## src/rtl/bin2bcd_seq.sv

```systemverilog
// Sequential binary-to-BCD converter (shift-and-add-3) with leading-zero blank mask.
// Inputs above 9999 are clamped to 9999 and flagged through ovf.
module bin2bcd_seq #(
   parameter int IN_W = 14
) (
   input  logic            clk,
   input  logic            rst,
   input  logic            start,
   input  logic [IN_W-1:0] bin_in,
   output logic            busy,
   output logic            done,
   output logic [15:0]     bcd_out,
   output logic [3:0]      blank_mask,
   output logic            ovf,
   output logic [1:0]      state_dbg
);

   // Handshake: start is accepted on a rising edge only in IDLE or DONE; while busy
   // is high start is ignored and not queued. done pulses for one cycle when the
   // result registers update.

   localparam int CNT_W = $clog2(IN_W + 1);

   typedef enum logic [1:0] {
      IDLE  = 2'd0,
      SHIFT = 2'd1,
      DONE  = 2'd2
   } state_t;

   state_t            state, state_nx;
   logic [CNT_W-1:0]  cnt;
   logic [IN_W-1:0]   bin_sh;
   logic [15:0]       scratch;
   logic [15:0]       scratch_adj;
   logic [3:0]        mask_calc;
   logic              ovf_pend;
   logic              accept;
   logic              bin_big;

   assign accept    = start && (state == IDLE || state == DONE);
   assign bin_big   = 16'(bin_in) > 16'd9999;
   assign state_dbg = state;

   always_comb begin
      state_nx = state;
      case (state)
         IDLE:    if (start) state_nx = SHIFT;
         SHIFT:   if (cnt == CNT_W'(1)) state_nx = DONE;
         DONE:    state_nx = start ? SHIFT : IDLE;
         default: state_nx = IDLE;
      endcase
   end

   always_comb begin
      scratch_adj = scratch;
      for (int i = 0; i < 4; i++) begin
         if (scratch[4*i +: 4] >= 4'd5) scratch_adj[4*i +: 4] = scratch[4*i +: 4] + 4'd3;
      end
   end

   // A digit blanks only when it and every higher digit are zero; digit 0 never blanks.
   always_comb begin
      mask_calc    = 4'b0000;
      mask_calc[3] = (scratch[15:12] == 4'd0);
      mask_calc[2] = mask_calc[3] && (scratch[11:8] == 4'd0);
      mask_calc[1] = mask_calc[2] && (scratch[7:4] == 4'd0);
   end

   always_ff @(posedge clk or negedge rst) begin
      if (!rst) begin
         state <= IDLE;
         busy  <= 1'b0;
      end else begin
         state <= state_nx;
         busy  <= (state_nx == SHIFT);
      end
   end

   always_ff @(posedge clk or negedge rst) begin
      if (!rst) begin
         cnt        <= '0;
         bin_sh     <= '0;
         scratch    <= '0;
         ovf_pend   <= 1'b0;
         done       <= 1'b0;
         bcd_out    <= 16'h0000;
         blank_mask <= 4'b1110;
         ovf        <= 1'b0;
      end else begin
         done <= (state == DONE);
         // Result registers read scratch before an accept in DONE clears it.
         if (state == DONE) begin
            bcd_out    <= scratch;
            blank_mask <= mask_calc;
            ovf        <= ovf_pend;
         end
         if (accept) begin
            bin_sh   <= bin_big ? IN_W'(14'd9999) : bin_in;
            ovf_pend <= bin_big;
            scratch  <= '0;
            cnt      <= CNT_W'(IN_W);
         end else if (state == SHIFT) begin
            {scratch, bin_sh} <= {scratch_adj, bin_sh} << 1;
            cnt               <= cnt - CNT_W'(1);
         end
      end
   end

endmodule

```

## config.mk

```make
export PLATFORM = sky130hd
export DESIGN_NAME = bin2bcd_seq
export DESIGN_NICKNAME = d
export VERILOG_FILES = /design/src/rtl/bin2bcd_seq.sv
export SDC_FILE = /design/constraint.sdc
export NUM_CORES = 1
export LEC_CHECK = 0
export BUFFER_PORTS_ARGS = -buffer_cell sky130_fd_sc_hd__clkbuf_2
export CAP_MARGIN = 20
export CORE_MARGIN = 3
export CORE_UTILIZATION = 51
export DETAILED_ROUTE_END_ITERATION = 6
export HOLD_SLACK_MARGIN = 0.1
export PLACE_DENSITY = 0.8
export SYNTH_ARGS = -nofsm -noshare
export SYNTH_HDL_FRONTEND = slang
export SYNTH_SLANG_ARGS = --single-unit
```

## constraint.sdc

```tcl
create_clock -name clk -period 1.4 [get_ports clk]
set_input_delay 0 -clock clk [delete_from_list [all_inputs] [get_ports clk]]
set_output_delay 0 -clock clk [all_outputs]
set_load 0.005 [all_outputs]
```

==> impl_metrics.yaml, run 1 <==
run_status:
  outcome: "finished clean"
timing:
  fin_worst_skew_ns: 0.00387
  setup_ws_ns: 0.0445
  clock.fmax_mhz: 738
  final-hold-violation-count: 0
  finalCriticalPeriod_ns: 1.36
  period_share_pct: 96.8
  holdWs_ns: 0.155
  fin_setup_tns_ns: 0
  drv_slew: 0
  setup_viol: 0
synth:
  ys_seq_area_share_pct: 50.1
  synth_flop_cell: "dfrtp_1"
  syn_avg_cell_area_um2: 11.4
  synth_nets: 289
  ys_ff_latch: 59
  synth-edff-count: 0
  async_flop_share_pct: 100
  syn_inst: 260
  synth_cell_types: 45
  syn-cell-area_um2: 2950
  ys_warn_count: 0
floorplanning:
  die_w_um: 82.1
  die_height_um: 82.1
  ios: 42
  initial_core_util_pct: 53.3
  die-area_um2: 6740
  placementRows: 27
  core_um2: 5540
drt:
  dr_wl_met3_um: 270
  via_per_inst: 5.42
  first_pass_iters: 4
  ant_nets: 0
  drc: 0
  highest_layer: "met4"
  vias: 2297
  met2WireLength_um: 3290
  wl_per_cell_um: 15.3
  drt-met1-wl_um: 2830
  wl_um: 6510
  first_iter_violations: 160
setup_path:
  rr_worst_depth: 6
  reg2reg_to: "scratch[9]"
  worstSetupPathType: "reg2reg"
  end_kind: "register"
  reg2reg_slack_ns: 0.04
  critical_path_required_ns: 1.63
  cp_max_fo: 4
  r2r_start: "scratch[8]"
  cp.arrival_ns: 1.58
  critical_path.startpoint_type: "register"
clock_network:
  clock-root-buffer: "clkbuf_8"
  clock_latency_ns: 0.35
  cts.path.max_buffers: 2
  htree_levels: 3
  numCtsBuffers: 9
  clock_sinks: 59
  clk_pin_slew_ns: 0.07
  tritoncts: "built"
global_route:
  grt_first_pass_wirelength_um: 11100
  grt_pass1_vias: 2381
  grt_overflow: 0
  antenna_found_initial: 0
  grt_max_degree: 60
  grt.total_usage_pct: 22.1
place:
  post-place-ws_ns: -0.0265
  gp_congestion: 0.767
  io_buffers: 40
  dp_hpwl_um: 4260
pwr:
  combPwrFrac_pct: 44.8
  clkPwrFrac_pct: 19.3
  swShare_pct: 36.7
  internal-power_mw: 5.48
  ir_worst_vdd_uv: 1090
  power.density_nw_per_um2: 2260
  power_switching_mw: 3.18
  p_leak_nw: 1.80
  pwr-share-seq_pct: 35.8
finish:
  multi_input_area_um2: 1360
  num-fill-cells: 434
  layout-drive-gt1-share_pct: 37.8
  register_area_um2: 1480
  final_common_cell: "dfrtp_1"
  final_nets: 376
  antenna_cells: 0
  syn_to_final_growth_pct: 29.5
  final_cell_mix: "dfrtp_1 (54), clkbuf_2 (40), nand2_1 (39), buf_4 (32), o21ai_0 (19)"
hold_path:
  hold_path.class: "in2reg"
  min_from: "start"
  whs_path_depth: 4
  hold_path_end: "bin_sh[8]"
job:
  cap_violations: 0
==> registers in the layout (all words and copies together) (netlist names) <==
| signal | flops |
|---|---|
| state_dbg | 2 |
| busy | 1 |
| done | 1 |
| bcd_out | 16 |
| cnt | 4 |
| blank_mask | 3 |
| scratch | 16 |
| ovf | 1 |
| bin_sh | 14 |
| ovf_pend | 1 |
==> worst max path at each step <==
stage,from,endpoint,depth (start not counted)
detailed placement,scratch[5],scratch[6],6
global placement,scratch[5],scratch[5],6
finish,scratch[8],scratch[9],6
floorplan,scratch[4],scratch[5],6
CTS,scratch[9],scratch[9],6
global route,scratch[8],scratch[9],6
==> final cells by class <==
type,count,share of cell area (%)
clock buffers,10,3.34
clock inverters,6,2.09
inverters,11,1.08
multi-input cells,176,35.6
flip-flops and latches,59,38.8
well taps,72,2.36
repair buffers,90,16.8
==> critical path, cell delays in order (launching register included) <==
cell,delay (ns)
dfrtp_1,0.41
inv_1,0.09
ha_1,0.18
nand2b_1,0.09
a21oi_4,0.20
xnor2_1,0.15
o22ai_1,0.11
==> synthesized netlist by cell type (2+ instances only) <==
master | count | area [um2]
a21oi_1 | 12 | 60.1
a221o_1 | 2 | 20.0
a22oi_1 | 2 | 15.0
a31oi_1 | 4 | 25.0
a32o_1 | 4 | 40.0
buf_2 | 3 | 15.0
buf_4 | 5 | 37.5
buf_6 | 6 | 67.6
dfrtp_1 | 56 | 1400
dfstp_2 | 3 | 78.8
ha_1 | 12 | 150
inv_1 | 11 | 41.3
mux2_2 | 5 | 56.3
mux2_4 | 7 | 105
mux2i_1 | 4 | 40.0
nand2_1 | 39 | 146
nand2b_1 | 5 | 31.3
nand2b_4 | 2 | 27.5
nand3_1 | 6 | 30.0
nor2_1 | 6 | 22.5
nor2b_4 | 2 | 27.5
nor3b_1 | 4 | 30.0
o21ai_0 | 19 | 95.1
o21ai_1 | 2 | 10.0
o22ai_1 | 9 | 56.3
o311ai_2 | 4 | 65.1
o31ai_1 | 4 | 30.0
xnor2_1 | 5 | 43.8
==> repair_timing <==
item                                    in CTS  in global routing
pin swaps                                    1                  9
endpoints found under the setup margin       5                 27
buffers inserted                             0                  4
hold buffers                                16                  0
hold endpoints to repair                    72                  0
gates resized for setup                      3                 11
==> per-stage QoR <==
step	cell area, um2	total power, mW	std cells	utilization (%)
finish	3820	8.66	424	69.0
global route	3820	9.33	424	69.0
CTS	3760	8.51	420	67.8
detailed placement	3380	6.71	388	60.9
global placement	3380	6.51	388	60.9
floorplan	2960	5.39	260	-
==> power groups by stage <==
stage	sequential, mW	clock, mW	combinational, mW
3_5_place_dp	3.08	0	3.63
6_report	3.10	1.67	3.88
5_1_grt	3.22	1.79	4.32
4_1_cts	3.07	1.70	3.73
3_3_place_gp	3.03	0	3.47
2_1_floorplan	2.97	0	2.42
==> logic make-up after synthesis <==
logic type | count (synthesis) | synth area share [%]
xor+xnor | 6 | 1.78
mux | 16 | 6.82
other cells | 1 | 0.127
fa+ha+maj | 12 | 5.09
buf+inv | 25 | 5.47
flops | 59 | 50.1
compound gates | 69 | 17.2
simple gates | 72 | 13.4
==> routing by layer <==
| layer | global-route usage [%] | vias to the layer above |
|---|---|---|
| met4 | 8.14 | 0 |
| met5 | 0 | - |
| li1 | - | 1097 |
| met1 | 26.7 | 1135 |
| met3 | 7.35 | 10 |
| met2 | 36.8 | 55 |
Note: power is estimated with default switching activity, not from simulation.
==> inputs of run 2 (changes only) <==
--- a/config.mk
+++ b/config.mk
@@ -5,6 +5,7 @@
 export SDC_FILE = /design/constraint.sdc
 export NUM_CORES = 1
 export LEC_CHECK = 0
+export ABC_AREA = 1
 export BUFFER_PORTS_ARGS = -buffer_cell sky130_fd_sc_hd__clkbuf_2
 export CAP_MARGIN = 20
 export CORE_MARGIN = 3
==> run 2 against run 1 <==
Final area down 5.5%. Sequential share of layout area up 2.2 points. Synthesized cell count up 33%. Global-route usage down 1.1 points. Combinational power down 13%. Clock skew up 0.0032 ns. Cell count up 15%. Total power down 6.9%. Largest cell class unchanged. Largest power group unchanged.
==> impl_metrics.yaml, run 2 <==
finish:
  syn_to_final_growth_pct: 23.2
  final_nets: 441
  final_common_cell: "nand2_1"
  antenna_cells: 0
  reg_top3: "bcd_out (16), scratch (16), bin_sh (14)"
  layout-drive-gt1-share_pct: 22.5
  stdcell_area_um2: 3610
  final_cell_count_no_fill: 487
  final_cell_mix: "nand2_1 (98), dfrtp_1 (56), clkbuf_2 (40), inv_1 (39), o21ai_0 (27)"
  num-fill-cells: 436
  final_util_pct: 67.7
timing:
  setup_viol: 0
  setup_ws_ns: 0.0911
  finalCriticalPeriod_ns: 1.31
  final-hold-violation-count: 0
  clock.fmax_mhz: 764
  period_share_pct: 93.5
  drv_slew: 0
  fin_worst_skew_ns: 0.00702
  fin_setup_tns_ns: 0
synth:
  synth_top_cell_area_share_pct: 47.8
  synth_flop_cell: "dfrtp_1"
  synth_cell_types: 33
  ys_ff_latch: 59
  synth.most_common_cell: "nand2_1"
  ys_warn_count: 0
  syn-cell-area_um2: 2930
  syn_avg_cell_area_um2: 8.50
  syn_inst: 345
  ys_seq_area_share_pct: 50.5
  synth_common_cells: "nand2_1 (99), dfrtp_1 (56), inv_1 (43), o21ai_0 (30), nor2_1 (23)"
  async_flop_share_pct: 100
  synth_nets: 374
  synth-edff-count: 0
  synth_area_leaders: "dfrtp_1 (48%), nand2_1 (13%), inv_1 (5.5%), ha_1 (5.1%), o21ai_0 (5.1%)"
  yosysTopAreaCell: "dfrtp_1"
floorplanning:
  placementRows: 26
  initial_core_util_pct: 54.9
  ios: 42
  die-area_um2: 6690
  die_w_um: 81.8
  core_um2: 5340
  die_height_um: 81.8
clock_network:
  clock_sinks: 59
  htree_levels: 3
  numCtsBuffers: 9
  clk_pin_slew_ns: 0.07
  tritoncts: "built"
  cts.path.max_buffers: 2
  clock-root-buffer: "clkbuf_8"
  clock_latency_ns: 0.33
job:
  cap_violations: 0
place:
  gp_congestion: 0.833
  dp_hpwl_um: 4020
  post-place-ws_ns: -0.0234
  place_area_um2: 3200
  placed_cells: 454
  io_buffers: 40
drt:
  via_per_inst: 5.08
  first_pass_iters: 4
  ant_nets: 0
  vias: 2474
  wl_per_cell_um: 12.9
  wl_um: 6290
  drc: 0
  first_iter_violations: 147
setup_path:
  path_cells: "inv_1 > ha_1 > inv_1 > o21ai_2 > nand3_1 > nand3_1 > nand2_1"
  startpoint: "scratch[8]"
  cp_max_fo: 4
  rr_worst_depth: 7
  critical_path_required_ns: 1.63
  end_kind: "register"
  worstSetupPathType: "reg2reg"
  critical-path-max-stage-delay_ns: 0.41
  crit_cells: 7
  cpMaxStageDelayCell: "dfrtp_1"
  cp_top_family: "flip-flops"
  r2r_start: "scratch[8]"
  reg2reg_to: "scratch[9]"
  endpoint: "scratch[9]"
  critical_path.startpoint_type: "register"
  cp.arrival_ns: 1.54
  crit_buf_inv: 2
  reg2reg_slack_ns: 0.09
pwr:
  ir_worst_vdd_uv: 1340
  p_leak_nw: 1.92
  clkPwrFrac_pct: 21.8
  power_switching_mw: 3.19
  swShare_pct: 39.6
  internal-power_mw: 4.87
  power.density_nw_per_um2: 2230
  pwr-share-seq_pct: 36.1
  combPwrFrac_pct: 42.1
global_route:
  antenna_found_initial: 0
  grt_overflow: 0
  grt_pass1_vias: 2383
  grt_first_pass_wirelength_um: 10600
  grt_max_degree: 60
  grt.total_usage_pct: 21.0
hold_path:
  hold_path.class: "in2reg"
run_status:
  outcome: "finished clean"
[run 2: worst min-delay path: stages]
cell	delay [ns]
clkbuf_2	0.10
nand2_4	0.08
inv_2	0.08
nand2_1	0.07
nand3_1	0.07
[run 2: cell type report]
class | instances | area (um2) | share of cell area, %
flip-flops and latches | 59 | 1480 | 41.0
repair buffers | 66 | 458 | 12.7
multi-input cells | 228 | 1170 | 32.3
inverters | 48 | 193 | 5.33
clock buffers | 11 | 151 | 4.19
clock inverters | 5 | 75.1 | 2.08
well taps | 70 | 87.6 | 2.42
[run 2: how the worst min path moves through the flow]
stage / start / end / slack [ns] / depth (start not counted)
final: start / bin_sh[0] / 0.11 / 5
after global routing: start / ovf_pend / 0.15 / 4
after CTS: start / ovf_pend / 0.11 / 4
after detailed placement: rst / bin_sh[6] / 0.03 / 2
after global placement: rst / bin_sh[6] / 0.03 / 2
after floorplan: rst / bcd_out[0] / -0.30 / 0
[run 2: per-stage QoR]
| step | hold WS [ns] | total power, mW |
|---|---|---|
| after floorplan | -0.296 | 5.32 |
| final | 0.113 | 8.06 |
| after detailed placement | 0.0348 | 6.11 |
| after global placement | 0.0307 | 5.92 |
| after CTS | 0.106 | 7.96 |
| after global routing | 0.147 | 8.78 |
[run 2: power groups by stage]
stage	clock [mW]	combinational, mW	sequential [mW]
global placement	0	3.04	2.88
detailed placement	0	3.20	2.91
finish	1.76	3.39	2.91
CTS	1.78	3.28	2.89
global route	1.86	3.91	3.01
floorplan	0	2.48	2.84
[run 2: timing repair]
item,4_1_cts,5_1_grt
endpoints found under the setup margin,6,10
resized for setup,3,9
pin swaps,0,1
buffers inserted,0,2
endpoints found under the hold margin,73,0
hold buffers,15,0
[run 2: cell families (layout without fill, tap and decap cells)]
kind of cell	after synthesis	count (layout)	synth area share (%)
AO/OA/AOI/OAI	60	60	11.5
adder cells (fa/ha/maj)	12	12	5.12
buffers and inverters	58	130	10.3
flip-flops	59	59	50.5
other	1	1	0.128
AND/OR/NAND/NOR	155	155	22.4
[run 2: per-layer routing]
| metal | GRT usage [%] | vias up | part of all wire [%] |
|---|---|---|---|
| li1 | - | 1232 | - |
| met1 | 26.2 | 1160 | 42 |
| met2 | 35.4 | 74 | 50 |
| met3 | 4.39 | 8 | 5.5 |
| met4 | 8.97 | 0 | 1.6 |
| met5 | 0 | - | 0 |
==> inputs of run 3 (changes only) <==
--- a/config.mk
+++ b/config.mk
@@ -9,10 +9,10 @@
 export BUFFER_PORTS_ARGS = -buffer_cell sky130_fd_sc_hd__clkbuf_2
 export CAP_MARGIN = 20
 export CORE_MARGIN = 3
-export CORE_UTILIZATION = 51
+export CORE_UTILIZATION = 40
 export DETAILED_ROUTE_END_ITERATION = 6
 export HOLD_SLACK_MARGIN = 0.1
-export PLACE_DENSITY = 0.8
+export PLACE_DENSITY = 0.66
 export SYNTH_ARGS = -nofsm -noshare
 export SYNTH_HDL_FRONTEND = slang
 export SYNTH_SLANG_ARGS = --single-unit
==> run 3 against run 2 <==
Worst hold slack gained 0.083 ns. Worst setup slack gained 0.013 ns. Clock skew shrank 0.0024 ns. Total power shrank 4.4%. Critical path type unchanged. Highest routed layer unchanged.
==> impl_metrics.yaml, run 3 (same netlist as run 2, synthesis figures left out) <==
setup_path:
  path_cells: "inv_2 > ha_1 > inv_1 > o21ai_1 > nand2_1 > nand2_1 > nand3_1 > nand2_1"
  cp.arrival_ns: 1.57
  cp_max_fo: 6
  critical-path-max-stage-delay_ns: 0.39
  cpMostUsedCell: "nand2_1"
  cp_top_family: "flip-flops"
  end_kind: "register"
  critical_path_required_ns: 1.68
  cpMaxStageDelayCell: "dfrtp_1"
  critical_path.startpoint_type: "register"
  worstSetupPathType: "reg2reg"
  crit_buf_inv: 2
global_route:
  grt_first_pass_wirelength_um: 10200
  use_met2_pct: 24.5
  antenna_found_initial: 0
  grt-busiest-layer: "met2"
  grt_pass1_vias: 2347
  grt.total_usage_pct: 15.2
  met3_usage_pct: 5.50
  grt_use_met1_pct: 18.8
  grt_overflow: 0
  grt_max_degree: 60
pwr:
  power.density_nw_per_um2: 2130
  p_total_mw: 7.71
  p_leak_nw: 1.91
  ir_worst_vdd_uv: 984
place:
  post-place-ws_ns: -0.00702
  placed_cells: 482
  place_area_um2: 3250
  gp_congestion: 0.808
  io_buffers: 40
  dp_hpwl_um: 3990
finish:
  final_cell_mix: "nand2_1 (99), dfrtp_1 (55), inv_1 (42), clkbuf_2 (40), o21ai_0 (27)"
  num-fill-cells: 656
  final_common_cell: "nand2_1"
  antenna_cells: 0
  stdcell_area_um2: 3620
  reg_top3: "bcd_out (16), scratch (16), bin_sh (14)"
  final_nets: 442
  layout-drive-gt1-share_pct: 21.1
  final_util_pct: 52.2
  syn_to_final_growth_pct: 23.6
  final_cell_count_no_fill: 514
clock_network:
  htree_levels: 3
  clock-root-buffer: "clkbuf_8"
  tritoncts: "built"
  clk_pin_slew_ns: 0.07
  clock_sinks: 59
  cts.path.max_buffers: 2
  numCtsBuffers: 9
  clock_latency_ns: 0.34
floorplanning:
  ios: 42
  die-area_um2: 8390
  placementRows: 30
  die_height_um: 91.6
  die_w_um: 91.6
  initial_core_util_pct: 42.2
  core_um2: 6940
run_status:
  outcome: "finished clean"
drt:
  first_iter_violations: 106
  wl_per_cell_um: 11.7
  drc: 0
  ant_nets: 0
  first_pass_iters: 4
  vias: 2427
  via_per_inst: 4.72
  wl_um: 6010
timing:
  setup_ws_ns: 0.104
  fin_setup_tns_ns: 0
  grt_setup_unrepaired: "true"
  period_share_pct: 92.6
  holdWs_ns: 0.196
  drv_slew: 0
  finalCriticalPeriod_ns: 1.30
  fin_worst_skew_ns: 0.00458
  final-hold-violation-count: 0
  clock.fmax_mhz: 772
  setup_viol: 0
job:
  cap_violations: 0
hold_path:
  hold_path.class: "in2async"
## run 3: cell count changes in the layout (fill, tap and decap cells not counted), moves of 2 or more
cell / change
o21ai_1: +2
inv_1: +3
inv_2: -3
o21ai_2: -2
## run 3: power by group
group / total (mW) / internal [mW] / switching, mW
Combinational: 3.31 / 1.32 / 1.99
Sequential: 2.89 / 2.44 / 0.451
Clock: 1.51 / 0.861 / 0.653
## run 3: layout make-up
cell class	count	area, um2	area share (%)
Inverter	48	193	5.32
Clock buffer	11	141	3.90
Sequential cell	59	1480	40.9
Multi-Input combinational cell	228	1170	32.2
Tap cell	96	120	3.32
Timing Repair Buffer	67	468	12.9
Clock inverter	5	52.6	1.45
## run 3: metal layers
metal	wire, um	up-vias
met3	254	7
met1	2880	1135
met4	70	0
met2	2810	48
li1	-	1237
met5	0	-
## run 3: timing repair
item / in CTS / in global routing
endpoints found under the setup margin: 2 / 12
gates resized for setup: 1 / 7
buffers inserted: 0 / 0
hold buffers: 16 / 0
endpoints found under the hold margin: 74 / 0
## run 3: worst paths after layout
check / start / endpoint / slack [ns] / cells after the start
hold / removal: rst / bcd_out[8] / 0.20 / 3
min in group clk: bin_in[0] / bin_sh[0] / 0.43 / 4
setup reg to reg: scratch[5] / scratch[6] / 0.10 / 8
max in group asynchronous: rst / blank_mask[3] / 0.91 / 3
hold reg to reg: blank_mask[2] / blank_mask[2] / 0.47 / 2
setup / recovery: scratch[5] / scratch[6] / 0.10 / 8
## run 3: worst register-to-register path, delay by kind of cell, from the launching register on
kind	cells	cell delay (ns)
flip-flops	1	0.39
AND/OR/NAND/NOR	4	0.30
AO/OA/AOI/OAI	1	0.19
buffers and inverters	2	0.18
adder cells (fa/ha/maj)	1	0.18
